===== src/rtl/alu_issue_seq_if.sv =====
// Request, ALU-drive and response bundle for alu_issue_seq.
// The slave side is the sequencer and the master side is its environment.
interface alu_issue_seq_if #(
  parameter int DW = 8,
  parameter int CW = 4
);
  logic          req_valid;
  logic          req_ready;
  logic [DW-1:0] req_opa;
  logic [DW-1:0] req_opb;
  logic [CW-1:0] req_cmd;
  logic          req_mode;
  logic          req_cin;
  logic          req_split;
  logic [4:0]    req_gap;

  logic [DW-1:0] opa;
  logic [DW-1:0] opb;
  logic [CW-1:0] cmd;
  logic          mode;
  logic          cin;
  logic          ce;
  logic [1:0]    inp_valid;

  logic [DW+1:0] res;
  logic          cout;
  logic          oflow;
  logic          g;
  logic          e;
  logic          l;
  logic          err;

  logic          rsp_valid;
  logic          rsp_ready;
  logic [DW+1:0] rsp_res;
  logic [5:0]    rsp_flags;
  logic          rsp_tmo;

  modport slave (
    input  req_valid, req_opa, req_opb, req_cmd,
    input  req_mode, req_cin, req_split, req_gap,
    output req_ready,
    output opa, opb, cmd, mode, cin, ce, inp_valid,
    input  res, cout, oflow, g, e, l, err,
    output rsp_valid, rsp_res, rsp_flags, rsp_tmo,
    input  rsp_ready
  );

  modport master (
    output req_valid, req_opa, req_opb, req_cmd,
    output req_mode, req_cin, req_split, req_gap,
    input  req_ready,
    input  opa, opb, cmd, mode, cin, ce, inp_valid,
    output res, cout, oflow, g, e, l, err,
    input  rsp_valid, rsp_res, rsp_flags, rsp_tmo,
    output rsp_ready
  );
endinterface


===== src/rtl/alu_issue_seq.sv =====
// Issues one ALU transaction at a time, optionally with split operands,
// waits out the ALU latency and holds the captured result for the requester.
module alu_issue_seq #(
  parameter int DW  = 8,
  parameter int CW  = 4,
  parameter int TMO = 16
) (
  input  logic           clk,
  input  logic           rst_n,
  alu_issue_seq_if.slave s_bus
);

  localparam logic [2:0] S_IDLE  = 3'd0;
  localparam logic [2:0] S_ISSA  = 3'd1;
  localparam logic [2:0] S_GAP   = 3'd2;
  localparam logic [2:0] S_ISSB  = 3'd3;
  localparam logic [2:0] S_WAIT  = 3'd4;
  localparam logic [2:0] S_RESP  = 3'd5;

  localparam logic [5:0] TMO_W = 6'(TMO);

  logic [2:0]    r_state;
  logic [DW-1:0] r_opb;
  logic [DW-1:0] r_opa_o;
  logic [DW-1:0] r_opb_o;
  logic [CW-1:0] r_cmd;
  logic          r_mode;
  logic          r_cin;
  logic          r_split;
  logic [4:0]    r_gap;
  logic [4:0]    r_gcnt;
  logic [1:0]    r_wcnt;
  logic [DW+1:0] r_rsp_res;
  logic [5:0]    r_rsp_flags;
  logic          r_rsp_tmo;

  logic          w_long;
  logic [1:0]    w_wload;
  logic [DW+1:0] w_res_c;
  logic [5:0]    w_flags_c;

  // Undriven or unknown result bits are captured as 0
  function automatic logic f_clean(input logic b);
    case (b)
      1'b1:    f_clean = 1'b1;
      default: f_clean = 1'b0;
    endcase
  endfunction

  assign w_long  = r_mode &&
                   (r_cmd == CW'(9) || r_cmd == CW'(10));
  assign w_wload = w_long ? 2'd2 : 2'd1;

  always_comb begin
    w_res_c = '0;
    for (int i = 0; i < DW + 2; i++)
      w_res_c[i] = f_clean(s_bus.res[i]);
    w_flags_c = {f_clean(s_bus.cout),
                 f_clean(s_bus.oflow),
                 f_clean(s_bus.g),
                 f_clean(s_bus.e),
                 f_clean(s_bus.l),
                 f_clean(s_bus.err)};
  end

  always_ff @(posedge clk or negedge rst_n) begin
    if (!rst_n) begin
      r_state     <= S_IDLE;
      r_opb       <= '0;
      r_opa_o     <= '0;
      r_opb_o     <= '0;
      r_cmd       <= '0;
      r_mode      <= 1'b0;
      r_cin       <= 1'b0;
      r_split     <= 1'b0;
      r_gap       <= '0;
      r_gcnt      <= '0;
      r_wcnt      <= '0;
      r_rsp_res   <= '0;
      r_rsp_flags <= '0;
      r_rsp_tmo   <= 1'b0;
    end else begin
      unique case (r_state)
        S_IDLE: begin
          if (s_bus.req_valid) begin
            r_opb   <= s_bus.req_opb;
            r_opa_o <= s_bus.req_opa;
            if (!s_bus.req_split)
              r_opb_o <= s_bus.req_opb;
            r_cmd   <= s_bus.req_cmd;
            r_mode  <= s_bus.req_mode;
            r_cin   <= s_bus.req_cin;
            r_split <= s_bus.req_split;
            r_gap   <= s_bus.req_gap;
            r_state <= S_ISSA;
          end
        end
        S_ISSA: begin
          if (!r_split) begin
            r_wcnt  <= w_wload;
            r_state <= S_WAIT;
          end else if (r_gap == 5'd0) begin
            r_opb_o <= r_opb;
            r_state <= S_ISSB;
          end else begin
            r_gcnt  <= r_gap - 5'd1;
            r_state <= S_GAP;
          end
        end
        S_GAP: begin
          if (r_gcnt == 5'd0) begin
            r_opb_o <= r_opb;
            r_state <= S_ISSB;
          end else begin
            r_gcnt <= r_gcnt - 5'd1;
          end
        end
        S_ISSB: begin
          r_wcnt  <= w_wload;
          r_state <= S_WAIT;
        end
        S_WAIT: begin
          if (r_wcnt == 2'd0) begin
            r_rsp_res   <= w_res_c;
            r_rsp_flags <= w_flags_c;
            r_rsp_tmo   <= r_split &&
                           ({1'b0, r_gap} >= TMO_W);
            r_state     <= S_RESP;
          end else begin
            r_wcnt <= r_wcnt - 2'd1;
          end
        end
        S_RESP: begin
          if (s_bus.rsp_ready)
            r_state <= S_IDLE;
        end
        default: r_state <= S_IDLE;
      endcase
    end
  end

  assign s_bus.req_ready = (r_state == S_IDLE);
  assign s_bus.opa       = r_opa_o;
  assign s_bus.opb       = r_opb_o;
  assign s_bus.cmd       = r_cmd;
  assign s_bus.mode      = r_mode;
  assign s_bus.cin       = r_cin;
  assign s_bus.ce        = (r_state == S_ISSA) ||
                           (r_state == S_GAP)  ||
                           (r_state == S_ISSB) ||
                           (r_state == S_WAIT);
  assign s_bus.inp_valid =
    (r_state == S_ISSA) ? (r_split ? 2'b01 : 2'b11) :
    (r_state == S_ISSB) ? 2'b10 : 2'b00;
  assign s_bus.rsp_valid = (r_state == S_RESP);
  assign s_bus.rsp_res   = r_rsp_res;
  assign s_bus.rsp_flags = r_rsp_flags;
  assign s_bus.rsp_tmo   = r_rsp_tmo;

endmodule


===== src/flat_wrapper.sv =====
// flat-port wrapper written by rule: the top's interface ports become plain ports
module alu_issue_seq_flat 
#(
  parameter int DW  = 8,
  parameter int CW  = 4,
  parameter int TMO = 16
)
  (clk, rst_n, s_bus_req_valid, s_bus_req_opa, s_bus_req_opb, s_bus_req_cmd, s_bus_req_mode, s_bus_req_cin, s_bus_req_split, s_bus_req_gap, s_bus_req_ready, s_bus_opa, s_bus_opb, s_bus_cmd, s_bus_mode, s_bus_cin, s_bus_ce, s_bus_inp_valid, s_bus_res, s_bus_cout, s_bus_oflow, s_bus_g, s_bus_e, s_bus_l, s_bus_err, s_bus_rsp_valid, s_bus_rsp_res, s_bus_rsp_flags, s_bus_rsp_tmo, s_bus_rsp_ready);
  alu_issue_seq_if #(.DW(DW), .CW(CW)) s_bus_i ();
  input  logic clk;
  input  logic rst_n;
  input wire logic [$bits(s_bus_i.req_valid)-1:0] s_bus_req_valid;
  input wire logic [$bits(s_bus_i.req_opa)-1:0] s_bus_req_opa;
  input wire logic [$bits(s_bus_i.req_opb)-1:0] s_bus_req_opb;
  input wire logic [$bits(s_bus_i.req_cmd)-1:0] s_bus_req_cmd;
  input wire logic [$bits(s_bus_i.req_mode)-1:0] s_bus_req_mode;
  input wire logic [$bits(s_bus_i.req_cin)-1:0] s_bus_req_cin;
  input wire logic [$bits(s_bus_i.req_split)-1:0] s_bus_req_split;
  input wire logic [$bits(s_bus_i.req_gap)-1:0] s_bus_req_gap;
  output wire logic [$bits(s_bus_i.req_ready)-1:0] s_bus_req_ready;
  output wire logic [$bits(s_bus_i.opa)-1:0] s_bus_opa;
  output wire logic [$bits(s_bus_i.opb)-1:0] s_bus_opb;
  output wire logic [$bits(s_bus_i.cmd)-1:0] s_bus_cmd;
  output wire logic [$bits(s_bus_i.mode)-1:0] s_bus_mode;
  output wire logic [$bits(s_bus_i.cin)-1:0] s_bus_cin;
  output wire logic [$bits(s_bus_i.ce)-1:0] s_bus_ce;
  output wire logic [$bits(s_bus_i.inp_valid)-1:0] s_bus_inp_valid;
  input wire logic [$bits(s_bus_i.res)-1:0] s_bus_res;
  input wire logic [$bits(s_bus_i.cout)-1:0] s_bus_cout;
  input wire logic [$bits(s_bus_i.oflow)-1:0] s_bus_oflow;
  input wire logic [$bits(s_bus_i.g)-1:0] s_bus_g;
  input wire logic [$bits(s_bus_i.e)-1:0] s_bus_e;
  input wire logic [$bits(s_bus_i.l)-1:0] s_bus_l;
  input wire logic [$bits(s_bus_i.err)-1:0] s_bus_err;
  output wire logic [$bits(s_bus_i.rsp_valid)-1:0] s_bus_rsp_valid;
  output wire logic [$bits(s_bus_i.rsp_res)-1:0] s_bus_rsp_res;
  output wire logic [$bits(s_bus_i.rsp_flags)-1:0] s_bus_rsp_flags;
  output wire logic [$bits(s_bus_i.rsp_tmo)-1:0] s_bus_rsp_tmo;
  input wire logic [$bits(s_bus_i.rsp_ready)-1:0] s_bus_rsp_ready;
  assign s_bus_i.req_valid = s_bus_req_valid;
  assign s_bus_i.req_opa = s_bus_req_opa;
  assign s_bus_i.req_opb = s_bus_req_opb;
  assign s_bus_i.req_cmd = s_bus_req_cmd;
  assign s_bus_i.req_mode = s_bus_req_mode;
  assign s_bus_i.req_cin = s_bus_req_cin;
  assign s_bus_i.req_split = s_bus_req_split;
  assign s_bus_i.req_gap = s_bus_req_gap;
  assign s_bus_req_ready = s_bus_i.req_ready;
  assign s_bus_opa = s_bus_i.opa;
  assign s_bus_opb = s_bus_i.opb;
  assign s_bus_cmd = s_bus_i.cmd;
  assign s_bus_mode = s_bus_i.mode;
  assign s_bus_cin = s_bus_i.cin;
  assign s_bus_ce = s_bus_i.ce;
  assign s_bus_inp_valid = s_bus_i.inp_valid;
  assign s_bus_i.res = s_bus_res;
  assign s_bus_i.cout = s_bus_cout;
  assign s_bus_i.oflow = s_bus_oflow;
  assign s_bus_i.g = s_bus_g;
  assign s_bus_i.e = s_bus_e;
  assign s_bus_i.l = s_bus_l;
  assign s_bus_i.err = s_bus_err;
  assign s_bus_rsp_valid = s_bus_i.rsp_valid;
  assign s_bus_rsp_res = s_bus_i.rsp_res;
  assign s_bus_rsp_flags = s_bus_i.rsp_flags;
  assign s_bus_rsp_tmo = s_bus_i.rsp_tmo;
  assign s_bus_i.rsp_ready = s_bus_rsp_ready;
  alu_issue_seq #(.DW(DW), .CW(CW), .TMO(TMO)) u_core (.clk(clk), .rst_n(rst_n), .s_bus(s_bus_i));
endmodule

===== config.mk =====
export PLATFORM = sky130hd
export DESIGN_NAME = alu_issue_seq_flat
export DESIGN_NICKNAME = d
export VERILOG_FILES = /design/src/rtl/alu_issue_seq_if.sv /design/src/rtl/alu_issue_seq.sv /design/src/flat_wrapper.sv
export SDC_FILE = /design/constraint.sdc
export NUM_CORES = 1
export LEC_CHECK = 0
export CAP_MARGIN = 40
export CORE_ASPECT_RATIO = 2
export CORE_MARGIN = 1
export CORE_UTILIZATION = 46
export CTS_CLUSTER_SIZE = 16
export DETAILED_ROUTE_END_ITERATION = 10
export HOLD_SLACK_MARGIN = 0.05
export PLACE_DENSITY = 0.79
export SETUP_SLACK_MARGIN = 0.5
export SYNTH_ARGS = -nofsm -noshare
export SYNTH_HDL_FRONTEND = slang
export SYNTH_SLANG_ARGS = --single-unit

===== constraint.sdc =====
create_clock -name clk -period 2.6 [get_ports clk]
set_input_delay 0.26 -clock clk [delete_from_list [all_inputs] [get_ports clk]]
set_output_delay 0.26 -clock clk [all_outputs]
set_load 0.02 [all_outputs]

# Yosys cells after proc, flatten, opt, wreduce, memory -nomap -nowiden
# Cells that the tools add are included.
# Widths: inputs -> output; s select.
dict set report totals {
  regBits 63
}
dict set report classes {
  mux 40
  n_addsub 3
  n_lt_le_gt_ge 1
  eq_ne 18
  reduce_logical 19
}
# cell count
set op_table {}
lappend op_table {{$mux 8} 5}
lappend op_table {{$pmux 8 s3} 1}
lappend op_table {{$pmux 3 s6} 1}
lappend op_table {{$mux 1} 17}
lappend op_table {{$mux 3} 5}
lappend op_table {{$mux 5} 3}
lappend op_table {{$mux 2} 6}
lappend op_table {{$ne 2x2->1 const B} 6}
lappend op_table {{$logic_not 5->1} 2}
lappend op_table {{$ne 2x1->1 const B} 5}
lappend op_table {{$pmux 5 s2} 1}
lappend op_table {{$sub 5x1->5 const B} 2}
lappend op_table {{$eq 4x4->1 const B} 2}
lappend op_table {{$reduce_and 4->1} 2}
lappend op_table {{$eq 3x2->1 const B} 2}
lappend op_table {{$eq 3x3->1 const B} 2}
lappend op_table {{$pmux 2 s3} 1}
lappend op_table {{$reduce_and 6->1} 1}
lappend op_table {{$reduce_bool 3->1} 2}
lappend op_table {{$ge 5x5->1 const B} 1}
lappend op_table {{$logic_or 1x1->1} 4}
lappend op_table {{$reduce_and 2->1} 2}
lappend op_table {{$eq 3x1->1 const B} 1}
lappend op_table {{$logic_not 3->1} 1}
lappend op_table {{other kinds (5)} 6}

# Longest topological paths before layout
dict set report depth {
  depth_word 6
  depth_mapped 9
}

# Worst setup path before layout
# No wires, ideal clock.
dict set report synth_timing {
  path_kind {reg2reg}
  startpoint {reg u_core.r_state[2]}
  endpoint {reg u_core.r_gap[3]}
  arrival_time_ns 2.309
  required_time_ns 2.475
  period_less_slack_ns 2.434
  stages_incl_launch_ff 7
  setup_slack_ns 0.166
  path_cell_list {dfrtp_1 > clkbuf_2 > nor3_1 > and2_1 > clkbuf_1 > buf_1 > mux2_2}
}
dict set report synth_between {
  elab_chain_cells 2
}
# item line_no
set synth_lines {}
lappend synth_lines {{start, declared} alu_issue_seq.sv:22} ;# logic [2:0] r_state;
lappend synth_lines {{start signal, assigned} alu_issue_seq.sv:68} ;# r_state <= S_IDLE;
lappend synth_lines {{start signal, assigned} alu_issue_seq.sv:95} ;# r_state <= S_ISSA;
lappend synth_lines {{start signal, assigned} alu_issue_seq.sv:101} ;# r_state <= S_WAIT;
lappend synth_lines {{$logic_not 3->1} -}
lappend synth_lines {{via s_bus_req_ready} flat_wrapper.sv:20} ;# output wire logic [$bits(s_bus_i.req_ready)-1:0] s_bus_req_ready;
lappend synth_lines {{$reduce_and 2->1 (no source line)} -}
lappend synth_lines {{end signal, assigned} alu_issue_seq.sv:94} ;# r_gap <= s_bus.req_gap;
lappend synth_lines {{end, declared} alu_issue_seq.sv:30} ;# logic [4:0] r_gap;
# The timed path passes the listed nets, and every way through them passes these cells.
# A chain may end at the register's enable or synchronous reset.

# Worst setup path in the final report
dict set report layout_timing {
  startpoint {reg u_core.r_gap[0]}
  endpoint {reg u_core.r_opb_o[5] (netlist: u_core.s_bus.opb[5])}
}
dict set report layout_between {
  elab_chain_cells 3
}
# item line_no
set layout_lines {}
lappend layout_lines {{$logic_not 5->1} alu_issue_seq.sv:102} ;# end else if (r_gap == 5'd0) begin
lappend layout_lines {{$ne 2x1->1 (no source line)} -}
lappend layout_lines {{$reduce_and 6->1 (no source line)} -}
lappend layout_lines {{end signal, assigned} alu_issue_seq.sv:89} ;# r_opb_o <= s_bus.req_opb;
lappend layout_lines {{end signal, assigned} alu_issue_seq.sv:103} ;# r_opb_o <= r_opb;
lappend layout_lines {{end signal, assigned} alu_issue_seq.sv:112} ;# r_opb_o <= r_opb;
lappend layout_lines {{end, declared} alu_issue_seq.sv:25} ;# logic [DW-1:0] r_opb_o;
# Every way passes these cells.

==> impl_results.md <==
- Status: complete, no violations
- Yosys reg bits: 63
- Fmax: 456.9 MHz
- # IOs: 92
- Ys Warns: 0
- DRC viols: 0
- Critical path arrival: 2390 ps
- Syn-to-layout area delta: 49.38%
- Core ar.: 0.006056 mm²
- Clock skew: 6.459 ps
- First-pass GRT wire length: 11870 µm
- DR iter-0 viols: 115
- Vias per inst: 5.357
- Mapped Area: 0.002919 mm²
- Final setup TNS: 0 ps
- EDFF count, synth: 0
- Final setup fails: 0
- Total routed wirelength: 7317 µm
- Post-DP Area: 0.003944 mm²
- CTS tree: yes
- Placement Rows: 40
- Buffers on Ports: 91
- Final Cycle Share: 84.18%
- Worst Hold Class: primary input to asynchronous set/reset pin
- Layout cells sized above 1: 31.42%
- Initial antenna violation count: 0
- Final instance area: 0.004360 mm²
- Critical path launch point type: flip-flop
- Gr ovfl total: 0
- Initial Util: 48.20%
- CTS max path bufs: 2
- Synth Flop Type: dfrtp_1
- Seq/Total Area, Yosys: 54.01%
- Fillers: 412
- Post-Synthesis Mean Instance Area: 13.39 µm²
- Fraction of registers with async set/reset: 100.0%
- WL per Instance: 17.63 µm
- RSZ-0062 raised after global routing: true
- Lkg Pwr: 1.858 nW
- Root Driver: clkbuf_16
- Min Hold Slack: 323.5 ps
- Slew HR: 51.05%
- Number of global-route vias before repair: 2486
- Top cell type's share of synthesized area: 54.01%
- Power Total: 5.997 mW
- Clock Sinks: 63
- Largest net degree at the start of global routing: 34
- H-tree depth: 3
- DR pass1 iterations: 4
- DRT antenna net count: 0
- Worst Path Required: 2800 ps
- Final nets: 376
- Chip width: 58.33 µm
- Final core utilization: 72.00%
- Global placement routability congestion: 0.8827
- Pwr Density: 1375 mW/mm²
- Total CTS buffers: 9
- Netlist cell types: 45
- Area contributors post-synth: dfrtp_1 (54%), mux2_2 (24%), inv_1 (1.4%), nor3_1 (1.2%), buf_6 (1.2%)
- MaxCap Viol Count: 0
- DP HPWL: 5205 µm
- ANT cells: 0
- Final hold violation count: 0
- DR vias: 2223
- VDD IR max: 764.7 µV
- Area of the die: 0.006688 mm²
- Clock-pin slew on the worst setup and hold paths: 50 ps
- Reg2Reg Setup Slack: 410 ps
- Die Ht: 114.7 µm
- Later-pin clock latency in the skew report: 320 ps
- GR Util All Layers: 24.68%
- Worst Path Class, Setup: flip-flop to flip-flop
- Final min period: 2189 ps
- Cells after synthesis: 218
- Synth area leader: dfrtp_1
- Max Fanout on Critical Path: 8
- CP endpoint kind: flip-flop
- Slew @ Worst Pin: 728.0 ps
- Syn nets: 268
- Slew Limit Fails: 0
## registers in the layout, summed over array words and instances, names as in the netlist, 2 cells and up
| signal | count |
|---|---|
| u_core.s_bus.opa | 8 |
| u_core.r_state | 3 |
| u_core.s_bus.rsp_res | 10 |
| u_core.r_opb | 8 |
| u_core.r_wcnt | 2 |
| u_core.s_bus.opb | 8 |
| u_core.s_bus.rsp_flags | 6 |
| u_core.r_gap | 5 |
| u_core.r_gcnt | 5 |
| u_core.s_bus.cmd | 4 |
## path summary, 6_finish.rpt
path	startpoint	cells after the start	endpoint
max in group asynchronous	rst_n	3	u_core.r_opb[1]
min	rst_n	2	u_core.s_bus.opa[1]
min reg2reg	u_core.r_wcnt[1]	1	u_core.r_wcnt[1]
max	u_core.r_gap[0]	5	u_core.s_bus.opb[5]
max reg2reg	u_core.r_gap[0]	5	u_core.s_bus.opb[5]
min in group clk	u_core.r_wcnt[1]	1	u_core.r_wcnt[1]
## metrics by stage
step,setup WS [ps],std cells
2_1_floorplan,391.4,218
4_1_cts,384.8,413
3_5_place_dp,353.5,393
6_report,411.4,415
3_3_place_gp,390.9,393
5_1_grt,363.3,415
## cell usage after synthesis (3+ instances only)
master	n
nor3_1	7
buf_6	3
mux2_2	61
clkbuf_1	3
nor2_1	5
dfrtp_1	63
nand2_1	5
mux2i_1	3
o21ai_0	5
nor3b_1	4
o21a_1	4
inv_1	11
## layout make-up
class	count	area, µm²	share of cell area [%]
sequential	63	1578	36.18
multi-input combinational	135	1300	29.81
timing repair buffer	106	1026	23.53
clock buffer	13	270.3	6.198
tap	84	105.1	2.410
inverter	11	41.29	0.9469
clock inverter	3	40.04	0.9182
## routing by layer
layer / vias to the layer above / wire length (µm) / global-route usage [%]
met3: 20 / 261 / 6.328
met1: 1115 / 2598 / 25.45
met2: 74 / 4158 / 43.07
met5: - / 0 / 0
li1: 1014 / - / -
met4: 0 / 298 / 15.40
## placed cells by master, fill, tap and decap left out, drive strengths merged, types with 3 or more instances in the layout
cell	netlist	final
nor3b	5	5
o21ai	5	5
inv	11	11
o21a	4	4
mux2i	3	3
nor2	5	5
buf	5	15
clkdlybuf4s50	0	85
dfrtp	63	63
dlygate4sd2	0	3
clkbuf	4	13
nor3	7	7
mux2	61	61
nand2	5	5
## logic make-up after synthesis
logic type      Yosys count  share of synthesized area [%]
simple gates             37                          8.016
mux                      64                          24.56
fa+ha+maj                 2                         0.8571
xor+xnor                  1                         0.3001
compound gates           31                          8.830
flops                    63                          54.01
buf+inv                  20                          3.429
## worst max-delay path: stages, from the launching register on
cell and delay [ps]:
dfrtp_1 380, or3_4 390, or4_4 440, a2111oi_4 320, buf_6 210, mux2_4 320
## report_power, final
group	switching (mW)	internal [mW]	leakage, nW
combinational	1.32	1.59	0.953
clock	0.403	0.816	0.156
sequential	0.376	1.49	0.749
total	2.10	3.89	1.86
## what timing repair did
action / in CTS / in global routing
setup buffers: 3 / 2
gates resized for setup: 15 / 5
endpoints found under the hold margin: 7 / 0
endpoints found under the setup margin: 21 / 13
hold buffers: 1 / 0
(Power assumes the default switching activity.)
